### src/rtl/life_controller.sv
// Per-tank life counters with hit cooldown; serialises heart-erase requests
// to the downstream erase stage and flags game over and the winner.
module life_controller #(
  parameter int unsigned INVULN_CYCLES = 50_000_000
) (
  input  logic       iCLOCK_50,
  input  logic       ireset,
  input  logic       iNewGame,
  input  logic       iP1Hit,
  input  logic       iP2Hit,
  input  logic       iEraseDone,
  output logic [1:0] oP1Life,
  output logic [1:0] oP2Life,
  output logic       oEraseP1Heart,
  output logic       oEraseP2Heart,
  output logic       oBusy,
  output logic       oGameOver,
  output logic [1:0] oWinner
);

  localparam int unsigned CNT_W = $clog2(INVULN_CYCLES + 1);

  typedef enum logic [1:0] {
    ST_IDLE     = 2'd0,
    ST_REQ_P1   = 2'd1,
    ST_REQ_P2   = 2'd2,
    ST_GAMEOVER = 2'd3
  } state_t;

  state_t           state_q, state_d;
  logic             p1_pend, p2_pend;
  logic [CNT_W-1:0] p1_cd, p2_cd;
  logic             req_p1_q, req_p2_q;
  logic             p1_acc, p2_acc;
  logic             take_p1, take_p2;
  logic             enter_go;

  assign p1_acc = iP1Hit && (state_q != ST_GAMEOVER) && (oP1Life != 2'd0)
                  && (p1_cd == '0) && !p1_pend;
  assign p2_acc = iP2Hit && (state_q != ST_GAMEOVER) && (oP2Life != 2'd0)
                  && (p2_cd == '0) && !p2_pend;

  assign take_p1  = (state_q == ST_IDLE) && (state_d == ST_REQ_P1);
  assign take_p2  = (state_q == ST_IDLE) && (state_d == ST_REQ_P2);
  assign enter_go = (state_q != ST_GAMEOVER) && (state_d == ST_GAMEOVER);

  // State register
  always_ff @(posedge iCLOCK_50 or posedge ireset) begin
    if (ireset) state_q <= ST_IDLE;
    else        state_q <= state_d;
  end

  // Next-state logic; new game overrides everything
  always_comb begin
    state_d = state_q;
    case (state_q)
      ST_IDLE: begin
        if (p1_pend)      state_d = ST_REQ_P1;
        else if (p2_pend) state_d = ST_REQ_P2;
      end
      ST_REQ_P1: if (iEraseDone) state_d = (oP1Life == 2'd0) ? ST_GAMEOVER : ST_IDLE;
      ST_REQ_P2: if (iEraseDone) state_d = (oP2Life == 2'd0) ? ST_GAMEOVER : ST_IDLE;
      ST_GAMEOVER: state_d = ST_GAMEOVER;
      default: state_d = ST_IDLE;
    endcase
    if (iNewGame) state_d = ST_IDLE;
  end

  // Request masked in the done cycle so the erase stage does not relaunch
  always_comb begin
    oEraseP1Heart = req_p1_q & ~iEraseDone;
    oEraseP2Heart = req_p2_q & ~iEraseDone;
    oBusy         = (state_q == ST_REQ_P1) || (state_q == ST_REQ_P2);
  end

  // Lives, pending hits, cooldowns, requests and result flags
  always_ff @(posedge iCLOCK_50 or posedge ireset) begin
    if (ireset) begin
      oP1Life   <= 2'b11;
      oP2Life   <= 2'b11;
      p1_pend   <= 1'b0;
      p2_pend   <= 1'b0;
      p1_cd     <= '0;
      p2_cd     <= '0;
      req_p1_q  <= 1'b0;
      req_p2_q  <= 1'b0;
      oGameOver <= 1'b0;
      oWinner   <= 2'b00;
    end else if (iNewGame) begin
      oP1Life   <= 2'b11;
      oP2Life   <= 2'b11;
      p1_pend   <= 1'b0;
      p2_pend   <= 1'b0;
      p1_cd     <= '0;
      p2_cd     <= '0;
      req_p1_q  <= 1'b0;
      req_p2_q  <= 1'b0;
      oGameOver <= 1'b0;
      oWinner   <= 2'b00;
    end else begin
      if (p1_acc)              p1_cd <= CNT_W'(INVULN_CYCLES);
      else if (p1_cd != '0)    p1_cd <= p1_cd - CNT_W'(1);
      if (p2_acc)              p2_cd <= CNT_W'(INVULN_CYCLES);
      else if (p2_cd != '0)    p2_cd <= p2_cd - CNT_W'(1);

      if (state_d == ST_GAMEOVER || take_p1) p1_pend <= 1'b0;
      else if (p1_acc)                       p1_pend <= 1'b1;
      if (state_d == ST_GAMEOVER || take_p2) p2_pend <= 1'b0;
      else if (p2_acc)                       p2_pend <= 1'b1;

      if (take_p1) oP1Life <= oP1Life - 2'd1;
      if (take_p2) oP2Life <= oP2Life - 2'd1;

      req_p1_q <= (state_d == ST_REQ_P1);
      req_p2_q <= (state_d == ST_REQ_P2);

      if (enter_go) begin
        oGameOver <= 1'b1;
        oWinner   <= (state_q == ST_REQ_P1) ? 2'b10 : 2'b01;
      end
    end
  end

endmodule

### config.mk
export PLATFORM = sky130hd
export DESIGN_NAME = life_controller
export DESIGN_NICKNAME = d
export VERILOG_FILES = /design/src/rtl/life_controller.sv
export SDC_FILE = /design/constraint.sdc
export NUM_CORES = 1
export LEC_CHECK = 0
export BUFFER_PORTS_ARGS = -buffer_cell sky130_fd_sc_hd__buf_2
export CAP_MARGIN = 20
export CORE_ASPECT_RATIO = 1.75
export CORE_MARGIN = 1.5
export CORE_UTILIZATION = 40
export DETAILED_ROUTE_END_ITERATION = 8
export GPL_TIMING_DRIVEN = 0
export PLACE_DENSITY_LB_ADDON = 0.05
export SYNTH_ARGS = -nofsm -noshare
export SYNTH_HDL_FRONTEND = slang
export SYNTH_SLANG_ARGS = --single-unit
### constraint.sdc
create_clock -name iCLOCK_50 -period 2.3 [get_ports iCLOCK_50]
set_input_delay 0.23 -clock iCLOCK_50 [delete_from_list [all_inputs] [get_ports iCLOCK_50]]
set_output_delay 0.23 -clock iCLOCK_50 [all_outputs]
set_load 0.01 [all_outputs]
==> qor.csv <==
metric,value,unit
synth_cells,371,
required,2.56,ns
cts-root-buf,clkbuf_16,
drive_gt1_share,24.8,%
cts_buffers,9,
wirelength,8.39,mm
r2r_end,p1_cd[9]$_DFFE_PP0P_,
die_height,127,microns
n_fill_cell,808,
hold_ws,0.0271,ns
power.density,1580,nW/um^2
worst_r2r_path_depth,5,
grt_setup_unrepaired,yes,
grt_pass1_wl,14.0,mm
synth_edf_count,0,
failed_checks,negative setup slack,
cp_data_arrival_time,2.57,ns
clock_skew,0.00417,ns
end_kind,flip-flop,
die_area,9350,sq um
synth-seq-area-share,46.6,%
cp_slowest_cell,or4_4,
fin_setup_tns,-0.0144,ns
async_flop_share,100,%
final_nets,428,
highest_layer,met4,
grt_pass1_vias,2938,
post-synth-top-area-fraction,43.6,%
syn_to_final_growth,25.8,%
synth_cell_type_count,49,
r2r_slack,-0.01,ns
dpl_cell_area,3730,sq um
cts_max_path_buffers,2,
num_rows,45,
hold_violations,0,
fmax,432,MHz
hp-class,in -> async,
vias_per_cell,5.43,
dr.pass1.iters,4,
worst_slew_pin_slew,0.822,ns
coreArea,8610,sq um
final_util,51.1,%
status,"finished, violations left",
antenna_cells,0,
finalWeightedCongestion,0.792,
track_usage,19.7,%
leakage,1.92,nW
antenna_found_initial,0,
io_pins,16,
period_needed,2.31,ns
fin_crit_sh,101,%
final_area,4400,sq um
cts.sinks,65,
multi_input_area,1970,sq um
met1Wirelength,3.35,mm
ant_nets,0,
syn_avg_cell_area,9.44,sq um
grt_max_degree,66,
max_stage_delay,0.56,ns
cts_tree,yes,
drc,0,
yosysWarnings,0,
synth_largest_area_cell,dfrtp_1,
setup_viol,1,
seq_area,1630,sq um
synthTopCellsByCount,"dfrtp_1, nor2_1, a21oi_1",
numPortBuffers,15,
dr_wl_met2,4.53,mm
cts.htree.levels,3,
maxCapViolations,0,
slew_viol_final,0,
maxSlewHeadroom,45.2,%
wire_per_inst,15.7,microns
synth.most_common_cell,dfrtp_1,
path_max_fanout,6,
clk_pin_slew,0.05,ns
ys_ff_latch,65,
irDropWorstVdd,1.03,mV
via_count,2910,
die_x,73.7,microns
synth.area.top_cells,"dfrtp_1, xnor2_1, nor2_1, a21oi_1, nor3_1",
wl_met3,203,microns
synth_flop_cell,dfrtp_1,
syn_nets,385,
start_util,40.7,%
drt_iter0_drc,151,
hpwl,5.75,mm
worstSetupPathType,reg -> reg,
r2r_start,p1_cd[5]$_DFFE_PP0P_,
hold_buffers,0,
netlist_area,3500,sq um
fin_ws,-0.0144,ns
path_cells,"or4_4, or4_4, or3_1, or3_1, a21oi_1",
grt_overflow,0,
insertion_delay,0.33,ns
power.total,0.00696,W
cp-start-kind,flip-flop,
-- repair_timing --
action                     4_1_cts  5_1_grt
pin swaps                        3        5
setup endpoints to repair       54       43
buffers inserted                11        8
resized for setup               25       27
-- stage by stage --
step           std cells  setup WS (ns)
6_report             536        -0.0144
5_1_grt              536        -0.0521
4_1_cts              529        -0.0245
3_5_place_dp         503         -0.659
3_3_place_gp         503         -0.697
2_1_floorplan        371         0.0263
-- final cells by class --
type,instances,area share [%]
plain buffers,10,1.14
clock buffers,15,6.99
clock inverters,1,0.114
inverters,15,1.34
multi-input cells,279,44.8
flip-flops and latches,65,37.0
well taps,117,3.32
repair buffers,34,5.23
-- routing by layer --
layer,vias to the layer above,GRT usage [%]
met1,1438,21.7
met5,-,0
met3,24,3.42
li1,1411,-
met2,37,34.6
met4,0,10.6
-- placed cells by master, fill, tap and decap left out, types with 3 or more instances in the layout --
cell type and count:
nand3b_1 3, buf_2 18, nand2_1 15, clkbuf_1 4, or3_1 10, buf_4 18
a21oi_1 27, xor2_1 7, inv_1 12, a211oi_1 8, nor4_2 6, dfstp_2 4
nor3_2 6, clkbuf_16 9, nand3_1 5, mux2i_1 5, nor2_1 41, a21oi_2 3
clkbuf_8 6, dfrtp_1 61, ha_1 6, o31ai_1 3, or2_2 4, nor2b_1 8
nor4_1 9, o21ai_0 6, or4_4 4, nor3_1 22, nand2b_1 11, nand4_1 3
xnor2_1 25
-- registers in the layout (all words and copies together) (netlist names) --
signal     count
p1_cd         26
p2_cd         26
oP1Life        2
oP2Life        2
oWinner        2
state_q        2
oGameOver      1
p1_pend        1
p2_pend        1
req_p1_q       1
req_p2_q       1
-- power by group --
group          leakage, nW  switching (W)  internal (W)
sequential           0.867       0.000396       0.00153
combinational        0.890        0.00201       0.00164
clock                0.158       0.000483      0.000904
total                 1.92        0.00289       0.00407
-- worst max path at each step --
stage | to | start
2_1_floorplan | p1_cd[9]$_DFFE_PP0P_ | p1_cd[4]$_DFFE_PP0P_
3_3_place_gp | p1_cd[13]$_DFFE_PP0P_ | p1_cd[4]$_DFFE_PP0P_
3_5_place_dp | p1_cd[13]$_DFFE_PP0P_ | p1_cd[4]$_DFFE_PP0P_
4_1_cts | p1_cd[9]$_DFFE_PP0P_ | p1_cd[2]$_DFFE_PP0P_
5_1_grt | p1_cd[9]$_DFFE_PP0P_ | p1_cd[5]$_DFFE_PP0P_
6_report | p1_cd[9]$_DFFE_PP0P_ | p1_cd[5]$_DFFE_PP0P_
-- critical path, delay by kind of cell, from the launching register on --
kind | cells | cell delay (ns)
compound gates | 1 | 0.15
flops | 1 | 0.38
simple gates | 4 | 1.71
-- cells by family (layout without fill, tap and decap cells) --
family | count (synthesis) | count (layout) | synth area share, %
AO/OA/AOI/OAI | 66 | 66 | 12.0
multiplexers | 6 | 6 | 1.75
adder cells (fa/ha/maj) | 8 | 8 | 2.86
flip-flops | 65 | 65 | 46.6
buffers and inverters | 27 | 75 | 3.00
AND/OR/NAND/NOR | 167 | 167 | 25.8
XOR/XNOR | 32 | 32 | 8.00
No activity file was read; power rests on OpenSTA's default activity.
